--- src/rtl/alu_pkg.sv ---
// alu_pkg: shared definitions for the shared logic unit and its round-robin arbiter.
// Holds the opcode encodings, the arbiter FSM state encoding, and the opcode
// legality check used to flag unsupported operations.
package alu_pkg;

  // Native opcode width of the logic unit.
  localparam int OP_W = 3;

  // Supported opcodes; every other encoding is illegal.
  localparam logic [OP_W-1:0] OP_NOT = 3'b000;
  localparam logic [OP_W-1:0] OP_AND = 3'b001;
  localparam logic [OP_W-1:0] OP_OR  = 3'b010;
  localparam logic [OP_W-1:0] OP_XOR = 3'b100;

  // Arbiter FSM states: one operation takes IDLE -> EXEC -> DONE.
  typedef enum logic [1:0] {
    ST_IDLE = 2'd0,
    ST_EXEC = 2'd1,
    ST_DONE = 2'd2
  } state_e;

  // True when the opcode selects one of the four supported operations.
  function automatic logic is_legal_op(input logic [OP_W-1:0] op);
    logic legal_s;
    case (op)
      OP_NOT:  legal_s = 1'b1;
      OP_AND:  legal_s = 1'b1;
      OP_OR:   legal_s = 1'b1;
      OP_XOR:  legal_s = 1'b1;
      default: legal_s = 1'b0;
    endcase
    return legal_s;
  endfunction

endpackage

--- src/rtl/alu_rr_arbiter_alu.sv ---
// alu: combinational bitwise logic unit.
// Ports:
//   a, b     - DW-bit operands
//   opcode   - OPW-bit operation select (NOT A / AND / OR / XOR)
//   alu_out  - DW-bit result; zero for unsupported opcodes
module alu
  import alu_pkg::*;
#(
  parameter int DW  = 4,
  parameter int OPW = 3
) (
  input  logic [DW-1:0]  a,
  input  logic [DW-1:0]  b,
  input  logic [OPW-1:0] opcode,
  output logic [DW-1:0]  alu_out
);

  // Opcode-selected bitwise operation; illegal opcodes yield zero.
  always_comb begin
    alu_out = {DW{1'b0}};
    case (opcode)
      OP_NOT:  alu_out = ~a;
      OP_AND:  alu_out = a & b;
      OP_OR:   alu_out = a | b;
      OP_XOR:  alu_out = a ^ b;
      default: alu_out = {DW{1'b0}};
    endcase
  end

endmodule

--- src/rtl/alu_rr_arbiter.sv ---
// alu_rr_arbiter: shares one logic unit between two requesters with a
// req/done handshake and round-robin fairness.
// Ports:
//   clk, rst_n            - clock (rising edge), async active-low reset
//   req0/op0/a0/b0        - requester 0 request, opcode and operands
//   req1/op1/a1/b1        - requester 1 request, opcode and operands
//   gnt0, gnt1            - owner of the unit during EXEC and DONE
//   done0, done1          - one-cycle pulse: result/err valid for that owner
//   result, err           - registered result and illegal-opcode flag
//   busy                  - an operation is in flight (state != IDLE)
module alu_rr_arbiter
  import alu_pkg::*;
#(
  parameter int DW  = 4,
  parameter int OPW = 3
) (
  input  logic           clk,
  input  logic           rst_n,
  input  logic           req0,
  input  logic [OPW-1:0] op0,
  input  logic [DW-1:0]  a0,
  input  logic [DW-1:0]  b0,
  input  logic           req1,
  input  logic [OPW-1:0] op1,
  input  logic [DW-1:0]  a1,
  input  logic [DW-1:0]  b1,
  output logic           gnt0,
  output logic           gnt1,
  output logic           done0,
  output logic           done1,
  output logic [DW-1:0]  result,
  output logic           err,
  output logic           busy
);

  state_e         state_r;
  state_e         state_nxt_s;
  logic           owner_r;       // requester that owns the current operation
  logic           last_gnt_r;    // most recent grant, loses the next tie
  logic           grant_s;
  logic           grant_id_s;
  logic           owner_nxt_s;
  logic [OPW-1:0] op_r;
  logic [DW-1:0]  a_r;
  logic [DW-1:0]  b_r;
  logic [DW-1:0]  alu_out_s;
  logic [DW-1:0]  result_r;
  logic           err_r;
  logic           gnt0_r, gnt1_r, done0_r, done1_r, busy_r;
  logic           gnt0_nxt_s, gnt1_nxt_s, done0_nxt_s, done1_nxt_s, busy_nxt_s;

  // The unit only ever sees latched operands, so requesters may change theirs after grant.
  alu #(
    .DW  (DW),
    .OPW (OPW)
  ) u_alu (
    .a       (a_r),
    .b       (b_r),
    .opcode  (op_r),
    .alu_out (alu_out_s)
  );

  // FSM state register.
  always_ff @(posedge clk or negedge rst_n) begin
    if (!rst_n) begin
      state_r <= ST_IDLE;
    end else begin
      state_r <= state_nxt_s;
    end
  end

  // Next-state and grant decision; a tie goes to the requester that did not win last.
  always_comb begin
    state_nxt_s = state_r;
    grant_s     = 1'b0;
    grant_id_s  = owner_r;
    case (state_r)
      ST_IDLE: begin
        if (req0 && req1) begin
          grant_s    = 1'b1;
          grant_id_s = ~last_gnt_r;
        end else if (req0) begin
          grant_s    = 1'b1;
          grant_id_s = 1'b0;
        end else if (req1) begin
          grant_s    = 1'b1;
          grant_id_s = 1'b1;
        end else begin
          grant_s    = 1'b0;
          grant_id_s = owner_r;
        end
        if (grant_s) begin
          state_nxt_s = ST_EXEC;
        end else begin
          state_nxt_s = ST_IDLE;
        end
      end
      ST_EXEC: state_nxt_s = ST_DONE;
      ST_DONE: state_nxt_s = ST_IDLE;
      default: state_nxt_s = ST_IDLE;
    endcase
  end

  // Owner, round-robin history and operand latch, all captured at grant.
  always_ff @(posedge clk or negedge rst_n) begin
    if (!rst_n) begin
      owner_r    <= 1'b0;
      last_gnt_r <= 1'b1;
      op_r       <= {OPW{1'b0}};
      a_r        <= {DW{1'b0}};
      b_r        <= {DW{1'b0}};
    end else if (grant_s) begin
      owner_r    <= grant_id_s;
      last_gnt_r <= grant_id_s;
      if (grant_id_s) begin
        op_r <= op1;
        a_r  <= a1;
        b_r  <= b1;
      end else begin
        op_r <= op0;
        a_r  <= a0;
        b_r  <= b0;
      end
    end
  end

  // Result and error capture in EXEC; both hold their value until the next EXEC.
  always_ff @(posedge clk or negedge rst_n) begin
    if (!rst_n) begin
      result_r <= {DW{1'b0}};
      err_r    <= 1'b0;
    end else if (state_r == ST_EXEC) begin
      result_r <= alu_out_s;
      err_r    <= ~is_legal_op(op_r);
    end
  end

  // Output decode from the upcoming state so the status outputs can be registered.
  always_comb begin
    owner_nxt_s = grant_s ? grant_id_s : owner_r;
    busy_nxt_s  = (state_nxt_s != ST_IDLE);
    gnt0_nxt_s  = busy_nxt_s && (owner_nxt_s == 1'b0);
    gnt1_nxt_s  = busy_nxt_s && (owner_nxt_s == 1'b1);
    done0_nxt_s = (state_nxt_s == ST_DONE) && (owner_nxt_s == 1'b0);
    done1_nxt_s = (state_nxt_s == ST_DONE) && (owner_nxt_s == 1'b1);
  end

  // Status output registers.
  always_ff @(posedge clk or negedge rst_n) begin
    if (!rst_n) begin
      gnt0_r  <= 1'b0;
      gnt1_r  <= 1'b0;
      done0_r <= 1'b0;
      done1_r <= 1'b0;
      busy_r  <= 1'b0;
    end else begin
      gnt0_r  <= gnt0_nxt_s;
      gnt1_r  <= gnt1_nxt_s;
      done0_r <= done0_nxt_s;
      done1_r <= done1_nxt_s;
      busy_r  <= busy_nxt_s;
    end
  end

  assign gnt0   = gnt0_r;
  assign gnt1   = gnt1_r;
  assign done0  = done0_r;
  assign done1  = done1_r;
  assign busy   = busy_r;
  assign result = result_r;
  assign err    = err_r;

endmodule

--- config.mk ---
export PLATFORM = sky130hd
export DESIGN_NAME = alu_rr_arbiter
export DESIGN_NICKNAME = d
export VERILOG_FILES = /design/src/rtl/alu_pkg.sv /design/src/rtl/alu_rr_arbiter_alu.sv /design/src/rtl/alu_rr_arbiter.sv
export SDC_FILE = /design/constraint.sdc
export NUM_CORES = 1
export LEC_CHECK = 0
export CAP_MARGIN = 25
export CORE_MARGIN = 4
export CORE_UTILIZATION = 50
export CTS_CLUSTER_SIZE = 10
export DETAILED_ROUTE_END_ITERATION = 16
export GPL_ROUTABILITY_DRIVEN = 0
export GPL_TIMING_DRIVEN = 0
export PLACE_DENSITY = 0.92
export RECOVER_POWER = 50
export SLEW_MARGIN = 0
export SYNTH_ARGS = -nofsm -noshare
export SYNTH_HDL_FRONTEND = slang
export SYNTH_SLANG_ARGS = --single-unit
--- constraint.sdc ---
create_clock -name clk -period 3.4 [get_ports clk]
set_input_delay 0.51 -clock clk [delete_from_list [all_inputs] [get_ports clk]]
set_output_delay 0.51 -clock clk [all_outputs]
set_load 0.01 [all_outputs]
# After elaboration in Yosys (flattened, before gate mapping)
# Cells that the tools add are included.
# word_totals
regBits	25
latch_bits	0
ramBits	0
mem_bits_ro	0
input_bits	26
wordCells	52
mem_count	0
# classes
n_addsub	0
n_mul	0
div	0
magnitude_cmp	0
eq_ne	5
shifts	0
mux	18
n_bitwise	7
n_reduce_logical	9
# op_table
op	n
case mux 4 bit (4 select lines)	1
two-way mux 1 bit	13
two-way mux 4 bit	2
logical AND 1 bit	5
bitwise AND 4 bit	1
inverter 4 bit	1
bitwise OR 4 bit	1
case mux 2 bit (2 select lines)	1
OR reduction 4 bit	1
XOR 4 bit	1
== test 3 x 1 -> 1 bit (second input constant)	1
== test 3 x 2 -> 1 bit (second input constant)	1
== test 3 bit (second input constant)	1
logical NOT 3 bit	1
two-way mux 3 bit	1
inverter 1 bit	3
== test 2 x 1 -> 1 bit (second input constant)	1
== test 2 bit (second input constant)	1
logical NOT 2 bit	1
nonzero test 2 bit	1

# Longest topological paths before layout
# depth
word_depth	8
mapped_depth	6
ltp_nobuf	6

# By module
# From an unflattened synthesis, not the netlist that was laid out.
# unflattened
hier_cells	156
hier_area_um2	1456.4
# modules_own_cells
mod	instances	cells_per_inst	area_each_um2
alu_rr_arbiter	1	116	1146.1
alu	1	40	310.3

# Worst setup path before layout
# Ideal clock, no wire load.
# synth_timing
path_kind	input to register
from	input req0
to	register a_r[1]
t_arrival_ns	1.591
required_time_ns	3.263
setup_slack_ns	1.673
path_stages	5
path_buffers	1
path_cell_list	or3b_4 > a22oi_4 > buf_12 > mux2i_1 > a21oi_1
# synth_via
elab_chain_cells	4
# synth_lines
element	line	text
start, declared	alu_rr_arbiter.sv:19	input logic req0,
two-way mux 1 bit or logical AND 1 bit (tied branches)	alu_rr_arbiter.sv:82, alu_rr_arbiter.sv:79	
two-way mux 1 bit	alu_rr_arbiter.sv:79	if (req0 && req1) begin
two-way mux 1 bit	alu_rr_arbiter.sv:77	case (state_r)
two-way mux 4 bit or two-way mux 1 bit (tied branches)	alu_rr_arbiter.sv:115, alu_rr_arbiter.sv:77	
end signal, assigned	alu_rr_arbiter.sv:110	a_r <= {DW{1'b0}};
end, declared	alu_rr_arbiter.sv:44	logic [DW-1:0] a_r;
# Several ways; a longest one is shown, not always the timed one. The select of a mux whose other input is x is not followed.
# A chain may end at the register's enable or synchronous reset.

# Worst setup path in the final report
# Same ends and word-level chain as after synthesis.

==> flow_summary.ini <==
[critical_path]
worst-r2r-cell-count = 5
worst_path_max_delay_cell = sky130_fd_sc_hd__dlygate4sd3_1
cp.arrival_ns = 2.32
crit_path_start_kind = input pin
timing.critical_path.to_type = flop
path_max_fanout = 10
crit_path_max_incr_delay_ns = 0.59
worst-setup-path-type = in2reg
critPathRequiredTime_ns = 3.60
crit_chain = dlygate4sd3_1 -> or3b_1 -> a22oi_4 -> buf_12 -> mux2i_1 -> a21oi_1

[route]
drt.antenna.violating_nets = 0
route.detailed.vias_per_inst = 5.37
detail_route.drc_violations = 0
detailedRoute.firstPassIterationCount = 4
routed_wire_length_per_instance_um = 12.9
routed_wirelength_mm = 2.49
vias_after_detailed_routing = 1037
initialDrtViolationCount = 28

[cells_and_area]
final_layout_size_suffix_gt1_share_pct = 6.13
areaGrowthSynthToFinish_pct = 32.4
total_inserted_antenna_cells = 0
final_nets = 198
layout_common_cells = sky130_fd_sc_hd__clkdlybuf4s50_1 (33), sky130_fd_sc_hd__dfrtp_1 (24), sky130_fd_sc_hd__nor2_1 (16)
leading_cell_type_in_the_layout_fill_and_taps_excluded = sky130_fd_sc_hd__clkdlybuf4s50_1

[clocking]
clk-insertion-delay-late_ns = 0.32
clk_root_buffer_cell = sky130_fd_sc_hd__clkbuf_4
cts_resized = 0
clock_sinks = 25
h-tree-depth = 1
tritoncts = done
cts.hold.buffers_added = 0
post-cts-setup-buffers = 0
worst_setup_hold_path_clk_slew_ns = 0.13
cts_made_buffers = 3
clockBufferDepth = 2

[die]
die_footprint_sq_um = 3450
floorplan.rows = 18
io-pin-count = 36
floorplan.core_area_sq_um = 2450
initial_core_util_pct = 52.3
die_outline_width_um = 58.7
die-height_um = 58.7

[global_routing]
grt_busiest_layer = met2
grt_pass1_vias = 1002
number_of_antenna_violations_at_the_first_check_in_global_routing = 0
global_route_wire_length_before_repair_mm = 4.12
globalRouteTotalUtil_pct = 15.8
global_route.overflow_total = 0
pin_count_of_the_biggest_net_entering_global_routing = 26
grt.met1_usage_pct = 16.7
global_route.usage.met2_pct = 30.0
gr-usage-met3_pct = 3.29

[sta]
final_period_minus_worst_setup_slack_ns = 2.12
slew_violations = 0
final.setup.worst_slack_ns = 1.28
min_period_over_period_pct = 62.3
grt_setup_unrepaired = no
finalHoldWorstSlack_ns = 0.518
timing.fmax_mhz = 472
timing.clock.skew_ns = 0.00410
totalNegativeSetupSlack_ns = 0
final-hold-violation-count = 0
timing_worst_slew_pin_value_ns = 0.767
slew_headroom_pct = 48.8
number_of_endpoints_failing_setup_at_the_final_stage = 0

[place]
preCtsSetupSlack_ns = 1.01
place.detailed.hpwl_mm = 1.93
portBuffers = 35

[worst_hold_path]
hold-path-cell-count = 1
worst_hold_path_type = reg2reg

[job]
cap_viol_max_count = 0

[pwr]
pwr_density_cell_nw_per_um2 = 851
leakagePower_nw = 0.785
vdd_ir_drop_max_v = 0.000585

[synthesis]
synth_sequential_area_ratio_pct = 48.8
cell_count_after_synthesis = 123
yosys.cell_types.count = 24
synth-seq-cells = 25
ys_warn_count = 0
post_synth_instance_area_sq_um = 1280
synthesis.nets = 157
synth_area_per_cell_sq_um = 10.4

[outcome]
status = completed
[cell families after synthesis]
logic type	share of synthesized area, %
and+or+nand+nor	11.0
AOI/OAI and AO/OA	15.7
DFF	48.8
buffers and inverters	6.52
muxes	9.45
adders and majority gates	8.57
[per-stage QoR]
stage | utilization (%) | std cells | instance area, sq um | total power (W)
detailed placement | 68.1 | 188 | 1670 | 0.00133
global placement | 68.1 | 188 | 1670 | 0.00129
CTS | 69.3 | 192 | 1700 | 0.00146
global route | 69.3 | 193 | 1700 | 0.00157
floorplan | - | 123 | 1280 | 0.00106
finish | 69.3 | 193 | 1700 | 0.00145
[synth_stat cells, drive strengths merged]
cell type	number	area [sq um]
dfstp	1	26.3
o32ai	4	35.0
mux2i	11	110
a22oi	5	51.3
or3b	1	11.3
a22o	4	35.0
clkbuf	6	22.5
mux2	1	11.3
nor2	16	60.1
nor3	4	25.0
nor2b	2	12.5
ha	8	100
o21ai	4	20.0
nand2	5	18.8
nor3b	1	7.51
dfrtp	24	601
a21oi	12	60.1
buf	1	20.0
nand2b	1	6.26
maj3	1	10.0
inv	11	41.3
[report_power, final]
group | leakage (nW) | total (W) | internal (W) | switching, W
Sequential | 0.297 | 0.000539 | 0.000443 | 0.0000959
Clock | 0.0177 | 0.000133 | 0.0000442 | 0.0000891
Combinational | 0.470 | 0.000776 | 0.000388 | 0.000388
Total | 0.785 | 0.00145 | 0.000875 | 0.000573
[sequential cells by signal (all words and copies together) (netlist names)]
name,count
a_r,4
err,1
done1,1
gnt0,1
op_r,3
state_r,2
busy,1
last_gnt_r,1
result,4
owner_r,1
done0,1
gnt1,1
b_r,4
[area by class of cell]
cell class              instances  area, sq um
well taps                      30         37.5
inverters                      11         41.3
repair buffers                 36          354
clock buffers                   3         22.5
plain buffers                   7         42.5
multi-input cells              80          572
flip-flops and latches         25          627
clock inverters                 1         5.00
fillers                       186          753
[worst max-delay path: cells and delay by family]
kind	cells	cell delay, ns
mux	1	0.19
simple gates	1	0.42
compound gates	2	0.43
buf+inv	2	0.78
[per-layer routing]
metal / vias to the layer above / share of wire (%)
li1: 500 / -
met1: 501 / 40
met2: 31 / 52
met3: 5 / 6.4
met4: 0 / 1.6
met5: - / 0
[final timing paths]
path | startpoint | to | slack (ns)
worst max register to register | state_r[1] | a_r[1] | 1.54
worst min register to register | result[1] | result[1] | 0.52
worst max-delay path | req0 | a_r[1] | 1.28
min in group asynchronous | rst_n | state_r[0] | 0.57
worst min-delay path | result[1] | result[1] | 0.52
max in group asynchronous | rst_n | result[1] | 1.79
(Power assumes the default switching activity.)
